## src/rtl/hs_pc_sequencer.sv

```systemverilog
// hs_pc_sequencer
// Program-counter sequencer for a switch-driven "manual computer": a number
// of handshaked input instructions, a free-running compute burst, then a
// number of handshaked output/display instructions, and back to address 0.
//
// Optional feature macro: HS_DEBOUNCE_EN
//   undefined : the accepted switch level is the 2-flop synchroniser output.
//   defined   : the synchroniser output must disagree with the accepted level
//               for DEB_CYCLES consecutive cycles before it is taken.
//
// Handshake semantics: the operator drives a level on sw. A wait-for-high
// state proceeds on the first cycle the accepted level is 1 (a level that is
// already high on entry counts immediately). A wait-for-low state proceeds
// on the first cycle it is 0. Nothing is edge-detected, and RUN ignores sw.
module hs_pc_sequencer #(
  parameter  int PSIZE      = 4,
  parameter  int NUM_IN     = 2,
  parameter  int NUM_OUT    = 2,
  parameter  int RUN_LEN    = 8,
  parameter  int DEB_CYCLES = 4,
  localparam int INW        = (NUM_IN  > 1) ? $clog2(NUM_IN)  : 1,
  localparam int OUTW       = (NUM_OUT > 1) ? $clog2(NUM_OUT) : 1
) (
  input  logic             clk,
  input  logic             reset_n,
  input  logic             sw,
  input  logic             abort,
  output logic [PSIZE-1:0] pc,
  output logic             in_exec,
  output logic [INW-1:0]   in_idx,
  output logic             run_busy,
  output logic [OUTW-1:0]  out_idx,
  output logic             out_phase,
  output logic             idle
);

  localparam int RCW = (RUN_LEN > 1) ? $clog2(RUN_LEN) : 1;

  // Parameter sanity: the whole program must fit below the top address so
  // that pc never wraps.
  if (2 * NUM_IN + RUN_LEN + NUM_OUT > (1 << PSIZE) - 1) begin : g_bad_size
    $error("hs_pc_sequencer: program does not fit in PSIZE-bit pc");
  end
  if (NUM_IN < 1 || NUM_IN > 8) begin : g_bad_num_in
    $error("hs_pc_sequencer: NUM_IN out of range 1..8");
  end
  if (NUM_OUT < 1 || NUM_OUT > 8) begin : g_bad_num_out
    $error("hs_pc_sequencer: NUM_OUT out of range 1..8");
  end
  if (RUN_LEN < 1 || RUN_LEN > (1 << PSIZE)) begin : g_bad_run_len
    $error("hs_pc_sequencer: RUN_LEN out of range");
  end
  if (DEB_CYCLES < 2 || DEB_CYCLES > 255) begin : g_bad_deb
    $error("hs_pc_sequencer: DEB_CYCLES out of range 2..255");
  end

  typedef enum logic [2:0] {
    IN_WAIT_HI  = 3'd0,
    IN_EXEC     = 3'd1,
    IN_WAIT_LO  = 3'd2,
    RUN         = 3'd3,
    OUT_WAIT_HI = 3'd4,
    OUT_WAIT_LO = 3'd5,
    OUT_LAST_LO = 3'd6
  } state_e;

  // ---------------------------------------------------------------------
  // Switch input conditioning
  // ---------------------------------------------------------------------
  logic sync1_q;
  logic sync2_q;
  logic swa;

  // Two-flop synchroniser for the asynchronous switch.
  always_ff @(posedge clk or negedge reset_n) begin
    if (!reset_n) begin
      sync1_q <= 1'b0;
      sync2_q <= 1'b0;
    end else begin
      sync1_q <= sw;
      sync2_q <= sync1_q;
    end
  end

`ifdef HS_DEBOUNCE_EN
  logic       deb_level_q;
  logic       deb_level_d;
  logic [7:0] deb_cnt_q;
  logic [7:0] deb_cnt_d;

  // Count consecutive disagreeing cycles; any agreement restarts the count.
  always_comb begin
    deb_level_d = deb_level_q;
    deb_cnt_d   = 8'd0;
    if (sync2_q != deb_level_q) begin
      if (deb_cnt_q == 8'(DEB_CYCLES - 1)) begin
        deb_level_d = sync2_q;
        deb_cnt_d   = 8'd0;
      end else begin
        deb_cnt_d   = deb_cnt_q + 8'd1;
      end
    end
  end

  // Debounce state register; abort deliberately leaves it alone.
  always_ff @(posedge clk or negedge reset_n) begin
    if (!reset_n) begin
      deb_level_q <= 1'b0;
      deb_cnt_q   <= 8'd0;
    end else begin
      deb_level_q <= deb_level_d;
      deb_cnt_q   <= deb_cnt_d;
    end
  end

  assign swa = deb_level_q;
`else
  assign swa = sync2_q;
`endif

  // ---------------------------------------------------------------------
  // Sequencer FSM and its datapath registers
  // ---------------------------------------------------------------------
  state_e           state_q,   state_d;
  logic [PSIZE-1:0] pc_q,      pc_d;
  logic [INW-1:0]   in_idx_q,  in_idx_d;
  logic [OUTW-1:0]  out_idx_q, out_idx_d;
  logic [RCW-1:0]   run_cnt_q, run_cnt_d;

  // State register together with pc, indices and the run counter.
  always_ff @(posedge clk or negedge reset_n) begin
    if (!reset_n) begin
      state_q   <= IN_WAIT_HI;
      pc_q      <= '0;
      in_idx_q  <= '0;
      out_idx_q <= '0;
      run_cnt_q <= '0;
    end else begin
      state_q   <= state_d;
      pc_q      <= pc_d;
      in_idx_q  <= in_idx_d;
      out_idx_q <= out_idx_d;
      run_cnt_q <= run_cnt_d;
    end
  end

  // Next-state logic; a "step" advances pc on the same edge as the move.
  always_comb begin
    state_d   = state_q;
    pc_d      = pc_q;
    in_idx_d  = in_idx_q;
    out_idx_d = out_idx_q;
    run_cnt_d = run_cnt_q;

    unique case (state_q)
      IN_WAIT_HI: begin
        if (swa) begin
          state_d = IN_EXEC;
          pc_d    = pc_q + 1'b1;
        end
      end

      IN_EXEC: begin
        state_d = IN_WAIT_LO;
        pc_d    = pc_q + 1'b1;
      end

      IN_WAIT_LO: begin
        if (!swa) begin
          if (in_idx_q < INW'(NUM_IN - 1)) begin
            // Next input shares this release address as its wait address.
            state_d  = IN_WAIT_HI;
            in_idx_d = in_idx_q + 1'b1;
          end else begin
            state_d   = RUN;
            pc_d      = pc_q + 1'b1;
            run_cnt_d = '0;
          end
        end
      end

      RUN: begin
        pc_d = pc_q + 1'b1;
        if (run_cnt_q == RCW'(RUN_LEN - 1)) begin
          state_d   = OUT_WAIT_HI;
          out_idx_d = '0;
          run_cnt_d = '0;
        end else begin
          run_cnt_d = run_cnt_q + 1'b1;
        end
      end

      OUT_WAIT_HI: begin
        if (swa) begin
          if (out_idx_q < OUTW'(NUM_OUT - 1)) begin
            state_d   = OUT_WAIT_LO;
            pc_d      = pc_q + 1'b1;
            out_idx_d = out_idx_q + 1'b1;
          end else begin
            // Last output: stay on this address until the switch drops.
            state_d = OUT_LAST_LO;
          end
        end
      end

      OUT_WAIT_LO: begin
        if (!swa) begin
          state_d = OUT_WAIT_HI;
        end
      end

      OUT_LAST_LO: begin
        if (!swa) begin
          state_d   = IN_WAIT_HI;
          pc_d      = '0;
          in_idx_d  = '0;
          out_idx_d = '0;
        end
      end

      default: begin
        state_d   = IN_WAIT_HI;
        pc_d      = '0;
        in_idx_d  = '0;
        out_idx_d = '0;
        run_cnt_d = '0;
      end
    endcase

    // Abort wins over whatever transition was computed above.
    if (abort) begin
      state_d   = IN_WAIT_HI;
      pc_d      = '0;
      in_idx_d  = '0;
      out_idx_d = '0;
      run_cnt_d = '0;
    end
  end

  // Output decode from the current state.
  always_comb begin
    in_exec   = 1'b0;
    run_busy  = 1'b0;
    out_phase = 1'b0;
    idle      = 1'b0;
    unique case (state_q)
      IN_WAIT_HI:  idle      = (in_idx_q == '0);
      IN_EXEC:     in_exec   = 1'b1;
      IN_WAIT_LO:  ;
      RUN:         run_busy  = 1'b1;
      OUT_WAIT_HI: out_phase = 1'b1;
      OUT_WAIT_LO: out_phase = 1'b1;
      OUT_LAST_LO: out_phase = 1'b1;
      default:     ;
    endcase
  end

  assign pc      = pc_q;
  assign in_idx  = in_idx_q;
  assign out_idx = out_idx_q;

endmodule
```

## config.mk

```make
export PLATFORM = sky130hd
export DESIGN_NAME = hs_pc_sequencer
export DESIGN_NICKNAME = d
export VERILOG_FILES = /design/src/rtl/hs_pc_sequencer.sv
export SDC_FILE = /design/constraint.sdc
export NUM_CORES = 1
export LEC_CHECK = 0
export BUFFER_PORTS_ARGS = -buffer_cell sky130_fd_sc_hd__buf_4
export CORE_MARGIN = 4
export CORE_UTILIZATION = 58
export DETAILED_ROUTE_END_ITERATION = 10
export PLACE_DENSITY = 0.85
export SETUP_SLACK_MARGIN = 0.3
export SYNTH_ARGS = -nofsm -noshare
export SYNTH_HDL_FRONTEND = slang
export SYNTH_SLANG_ARGS = --single-unit
```

## constraint.sdc

```tcl
create_clock -name clk -period 3.14 [get_ports clk]
set_clock_uncertainty 0.15 [all_clocks]
set_input_delay 0.628 -clock clk [delete_from_list [all_inputs] [get_ports clk]]
set_output_delay 0.628 -clock clk [all_outputs]
set_load 0.05 [all_outputs]
```

Word-level counts from Yosys, hierarchy flattened
Cells that the tools add are included.
- add/sub/neg operators: 4
- order comparisons: 2
- equality and inequality tests: 20
- multiplexer cells: 37
- bitwise logic cells: 1
- reductions and logical operators: 11
- operator list (operator ; count):
    two-way mux 3 bit ; 11
    two-way mux 4 bit ; 7
    inequality test 3 bit (second input constant) ; 9
    case mux 4 bit (6 select lines) ; 1
    case mux 3 bit (7 select lines) ; 1
    == test 3 bit (second input constant) ; 4
    two-way mux 1 bit ; 12
    OR reduction 5 bit ; 2
    case mux 3 bit (3 select lines) ; 1
    AND reduction 7 bit ; 1
    == test 3 x 2 -> 1 bit (second input constant) ; 2
    inequality test 2 x 1 -> 1 bit (second input constant) ; 3
    AND reduction 6 bit ; 1
    AND reduction 5 bit ; 1
    adder 4 x 1 -> 4 bit (second input constant) ; 1
    two-way mux 2 bit ; 2
    case mux 1 bit (4 select lines) ; 1
    AND reduction 4 bit ; 1
    OR reduction 4 bit ; 1
    adder 3 x 1 -> 3 bit (second input constant) ; 1
    == test 3 x 1 -> 1 bit (second input constant) ; 1
    logical NOT 3 bit ; 1
    case mux 1 bit (3 select lines) ; 1
    AND reduction 3 bit ; 1
    other kinds (6) ; 8
- flip-flop bits (word level): 14
- output and inout port bits: 10
- word-level logic and storage cells: 82

Logic depth before layout (Yosys ltp)
Gate-level depths: netlist (run 1).
- word-level depth: 5
- mapped depth: 6
- depth with buffers taken out: 6

Worst setup path after synthesis (run 1)
No wires, ideal clock.
- kind: reg2out
- start: reg state_q[1]
- end: out idle
- arrival: 2.234 ns
- required time: 2.362 ns
- setup slack: 0.128 ns
- cell stages (with the launch flop): 4
- path buffers: 2
- path through: dfrtp_1 -> buf_4 -> clkbuf_1 -> nor4_1
- word-level cells in the longest chain between the ends: 2
- RTL lines (element ; line ; source):
    from (decl) ; 124 ; state_e state_q, state_d;
    from (signal assigned) ; 139 ; state_q <= state_d;
    logical NOT 3 bit ; 246 ; unique case (state_q)
    two-way mux 1 bit ; 246 ;
    to (decl) ; 34 ; output logic idle
Every way passes these cells.

Final worst setup path (run 1)
- start: reg state_q[1]
- end: out run_busy
- word-level cells in the longest chain between the ends: 2
- RTL lines (element ; line ; source):
    == test 3 x 2 -> 1 bit ; 246 ;
    two-way mux 1 bit ; 246 ;
    to (decl) ; 31 ; output logic run_busy,
Every way passes these cells.

==> results of run 1 <==
## critical path, cell delays in order (launching register included)
cell     delay (ns)
dfrtp_1        0.68
nor2b_1        0.24
nand2_1        0.10
inv_1          0.11
buf_4          0.20
## cell usage after synthesis, types with 2 or more instances
cell        n
a21oi_1     8
a22o_1      3
clkbuf_1    4
dfrtp_1    14
ha_1        3
inv_1       5
nand2_1     2
nand2b_1    2
nand3b_1    3
nor2_1      7
nor2b_1     5
nor3_1      3
nor4_1      2
o21ai_0     6
o221ai_1    2
o2bb2ai_1   2
o32ai_1     2
## report_power, final
part | internal, mW | switching, mW
clock network | 0.0706 | 0.0589
logic | 0.110 | 0.192
registers | 0.205 | 0.0550
## metrics by stage
stage | worst slack, ns | utilization, %
2_1_floorplan | 0.566 | -
3_3_place_gp | 1.13 | 72.1
3_5_place_dp | 1.09 | 72.1
4_1_cts | 0.755 | 74.7
5_1_grt | 0.600 | 74.7
6_report | 0.739 | 74.7
## logic make-up after synthesis
| group | share of synthesized area, % |
|---|---|
| AO/OA/AOI/OAI | 26.3 |
| adder cells (fa/ha/maj) | 4.22 |
| buffers and inverters | 5.62 |
| flip-flops | 39.4 |
| multiplexers | 4.08 |
| AND/OR/NAND/NOR | 20.4 |
## routing by layer
metal  up-vias  GRT usage (%)  part of all wire [%]
met2        14           32.0                    46
met4         0           11.6                   2.6
li1        373              -                     -
met5         -              0                     0
met3         5           2.30                   3.5
met1       350           27.6                    48
## cell usage in the layout, fill, tap and decap left out, drive strengths merged, types with 2 or more instances in the layout
cell type and count:
inv 6, dfrtp 14, nand2 2, nor2b 5, mux2 2, nand2b 3, clkbuf 4, o21ai 7
nor2 7, a21oi 8, nor3 3, ha 3, a22o 3, o32ai 2, buf 13, nand3b 3
nor4 2, o221ai 2, o2bb2ai 2
## sequential cells by signal (all words and copies together) (netlist names)
| register | flops |
|---|---|
| in_idx | 1 |
| out_idx | 1 |
| pc | 4 |
| run_cnt_q | 3 |
| state_q | 3 |
| swa | 1 |
| sync1_q | 1 |
## cell type report
type | count | area, sq um
fillers | 99 | 345
inverters | 6 | 22.5
repair buffers | 13 | 97.6
well taps | 15 | 18.8
clock buffers | 4 | 36.3
multi-input cells | 68 | 495
flip-flops and latches | 14 | 350
## worst max path at each step
stage	start	endpoint	slack, ns	cells past startpoint
after floorplan	state_q[1]	in_exec	0.57	3
after global placement	state_q[1]	run_busy	1.13	4
after detailed placement	state_q[1]	run_busy	1.09	4
after CTS	state_q[1]	run_busy	0.75	4
after global routing	state_q[1]	run_busy	0.60	4
final	state_q[1]	run_busy	0.74	4
==> reports/metrics.cfg, run 1 <==
[finish]
antenna_cells=0
syn_to_final_growth_pct=14.8
final_area_sq_um=1020
fin_nets=113
drive_gt1_share_pct=23.8
stdcell_count=120

[drt]
num_vias=742
drt_iter0_drc=6
wl_per_cell_um=15.4
dr.pass1.iters=4
drtAntennaViolNets=0
via_per_inst=6.18
drc=0
routed_wl_um=1840

[global_route]
first_global_vias=697
grt_usage_pct=20.5
overflow=0
grt_max_degree=20
grt_pass1_wl_um=3170
antenna_found_initial=0

[cts]
cts_max_level=1
post_cts_buffers=0
clk_pin_slew_ns=0.09
cts_resized=0
cts_root_buffer=clkbuf_4
hold_buffers=0
clock_sinks=14
cts_tree=done
clockBufferDepth=2
cts_buffers=3
worst_skew_pair.late_latency_ns=0.28

[place]
dpl.cell_count=116
gp_congestion=0.807
io_buffers=13
placed_area_sq_um=985
dp_hpwl_um=1310

[critical_path]
timing.rr.start=state_q[1]
r2r-end=pc[0]
critPathMaxFanout=19
required_ns=2.36
crit_path_start_kind=register
worstPathArrival_ns=1.62
r2r.worst_path.cells=4
cp-end-kind=primary output
critPathKind=reg -> out
r2r_setup_slack_ns=1.16

[synth]
synthDistinctLibCells=38
ys_seq_elements=14
syn-cell-area_sq_um=890
synth_top_area_share_pct=39.4
yosysSeqAreaShare_pct=39.4
synth_top_area_cell=dfrtp_1
synthArstFlopShare_pct=100
synthesis.nets=101
synthTopCellsByArea=dfrtp_1 39%, a21oi_1 4.5%, ha_1 4.2%
synth_edf_count=0
synth.yosys.warnings=0
synthCells=94
syn_avg_cell_area_sq_um=9.46
synth_flop_cell=dfrtp_1

[sta]
worst_pin_slew_ns=0.521
max_slew_margin_pct=65.3
fin_tns_setup_ns=0
fin_crit_sh_pct=76.5
setup_violations=0
finalHoldViolations=0
maxSlewViolCount=0
period_needed_ns=2.40
fmax_mhz=416
rsz0062_at_grt=false
hold_slack_ns=0.0257

[floorplanning]
die_w_um=47.2
start_util_pct=65.1
core_sq_um=1370
ioPinCount=14
die-area_sq_um=2220
fp.dieH_um=47.2
rows=13

[power]
ir_drop_mv=0.372
power_density_nw_per_um2=677
p_total_uw=691
cellLeakagePower_nw=0.471

[job]
maxCapViolCount=0

[min_path]
worstHoldPathType=in -> async

[status]
status=finished, final reports clean

(Power assumes the default switching activity.)
==> inputs of run 2 (changes only) <==
--- a/config.mk
+++ b/config.mk
@@ -7,9 +7,9 @@
 export LEC_CHECK = 0
 export BUFFER_PORTS_ARGS = -buffer_cell sky130_fd_sc_hd__buf_4
 export CORE_MARGIN = 4
-export CORE_UTILIZATION = 58
+export CORE_UTILIZATION = 49
 export DETAILED_ROUTE_END_ITERATION = 10
-export PLACE_DENSITY = 0.85
+export PLACE_DENSITY = 0.77
 export SETUP_SLACK_MARGIN = 0.3
 export SYNTH_ARGS = -nofsm -noshare
 export SYNTH_HDL_FRONTEND = slang
==> constraint.sdc (replaced) <==
create_clock -name clk -period 2.1 [get_ports clk]
set_clock_uncertainty 0.15 [all_clocks]
set_input_delay 0.42 -clock clk [delete_from_list [all_inputs] [get_ports clk]]
set_output_delay 0.42 -clock clk [all_outputs]
set_load 0.05 [all_outputs]
==> run 2 against run 1 <==
Via count up 15%. Final area up 23%. Register-to-register slack worse by 0.92 ns. Sequential power up 46%. Count of clock-buffer cells in the layout unchanged. Utilization down 1.9 points. Combinational power up 110%. Sequential share of layout area down 6.1 points. Critical endpoint is now run_cnt_q[0]. Clock power up 47%. Setup slack worse by 0.50 ns.
==> reports/metrics.cfg, run 2 (synthesized netlist as in run 1, its figures left out) <==
[status]
status=finished, final reports clean

[power]
power.switching_uw=504
clockPowerShare_pct=15.7
cellLeakagePower_nw=0.566
power_density_nw_per_um2=953
p_comb_share_pct=52.6
ir_drop_mv=0.572
p_int_uw=694
netSwitchingFraction_pct=42.1
share_seq_of_total_power_pct=31.6

[place]
dpl.cell_count=128
io_buffers=13
dp_hpwl_um=1360
placed_area_sq_um=1040
gp_congestion=0.827
pre_cts_ws_ns=0.228

[drt]
dr.pass1.iters=4
routed_wl_um=2220
num_vias=856
drc=0
wl_per_cell_um=15.1
drtAntennaViolNets=0
drt_iter0_drc=20
via_per_inst=5.82

[sta]
finalHoldViolations=0
fin_tns_setup_ns=0
fin_crit_sh_pct=88.7
worst_pin_slew_ns=0.492
fin_ws_ns=0.237
max_slew_margin_pct=66.8
period_needed_ns=1.86
setup_violations=0
maxSlewViolCount=0
rsz0062_at_grt=true
fmax_mhz=537

[critical_path]
cp-end-kind=register
critPathKind=reg -> reg
timing.rr.start=state_q[2]
required_ns=2.12
crit_path_start_kind=register
r2r_setup_slack_ns=0.24
r2r-end=run_cnt_q[0]
r2r.worst_path.cells=6
critPathMaxFanout=6
worstPathArrival_ns=1.88

[floorplanning]
rows=15
die_w_um=50.6
fp.dieH_um=50.6
core_sq_um=1730
die-area_sq_um=2560
start_util_pct=51.5
ioPinCount=14

[finish]
ff_latch_area_sq_um=355
num-fill-cells=122
syn_to_final_growth_pct=41.4
largest_register_ffs=4
stdcell_count=147
layout_common_cells=21 x buf_4, 10 x dfrtp_1
final_area_sq_um=1260
drive_gt1_share_pct=43.4
multi_input_area_sq_um=538
final_common_cell=buf_4
fin_nets=130
antenna_cells=0

[global_route]
antenna_found_initial=0
grt_usage_pct=18.5
grt_pass1_wl_um=3630
grt_max_degree=18
first_global_vias=861
overflow=0

[min_path]
worstHoldPathType=in -> reg
hold_depth=1
hold_start=sw
min_to=sync1_q

[cts]
clock_sinks=14
cts_root_buffer=clkbuf_4
cts_max_level=1
clk_pin_slew_ns=0.08
cts_tree=done
worst_skew_pair.late_latency_ns=0.28
cts_buffers=3
clockBufferDepth=2

[job]
maxCapViolCount=0

-- run 2: cell types whose count changed in the layout (fill, tap and decap cells not counted), sizes merged --
| cell | delta |
|---|---|
| inv | -1 |
| buf | +16 |
| dlygate4sd3 | +1 |
| clkinvlp | +1 |
-- run 2: worst max-delay path, stage by stage (launching register included) --
cell,delay [ns]
dfrtp_2,0.45
buf_6,0.14
buf_6,0.12
or3b_4,0.37
a21oi_2,0.19
nor2_2,0.07
mux2_2,0.26
-- run 2: cell type report --
cell class                 instances  share of cell area (%)
multi-input combinational         68                    42.8
sequential                        14                    28.3
timing repair buffer              30                    21.5
clock buffer                       4                    2.89
tap                               25                    2.49
inverter                           6                    2.09
-- run 2: worst max-delay path by stage --
stage               start      endpoint  slack (ns)  depth (start not counted)
4_1_cts        state_q[1]          idle        0.26                          3
3_3_place_gp   state_q[0]         pc[0]        0.31                          4
5_1_grt        state_q[0]          idle        0.19                          2
3_5_place_dp   state_q[0]         pc[0]        0.23                          4
2_1_floorplan  state_q[1]          idle        0.24                          3
6_report       state_q[2]  run_cnt_q[0]        0.24                          6
-- run 2: power by group through the flow --
stage | clock network, mW | registers [mW] | logic (mW)
after floorplan | 0 | 0.439 | 0.322
final | 0.189 | 0.379 | 0.631
after global routing | 0.210 | 0.387 | 0.671
after detailed placement | 0 | 0.393 | 0.487
after CTS | 0.196 | 0.375 | 0.606
after global placement | 0 | 0.387 | 0.480
-- run 2: repair_timing --
action	CTS	global route
gates resized for setup	9	9
endpoints found under the hold margin	14	0
setup buffers	12	2
hold buffers	1	0
cloned	0	0
pin swaps	4	6
setup endpoints to repair	5	8
-- run 2: per-stage QoR --
step	power (mW)	hold WS [ns]	util, %
after floorplan	0.761	-0.0256	-
after global placement	0.867	0.127	60.1
after detailed placement	0.879	0.129	60.1
after CTS	1.18	0.0860	70.2
after global routing	1.27	0.0764	72.8
final	1.20	0.0979	72.8
-- run 2: per-layer routing --
metal  share of wire, %  global-route usage (%)  routed length (um)  vias up
met3                4.1                    5.34                  92        4
li1                   -                       -                   -      410
met5                  0                       0                   0        -
met2                 53                    32.2                1170       23
met1                 42                    22.0                 937      419
met4               0.94                    4.93                  21        0
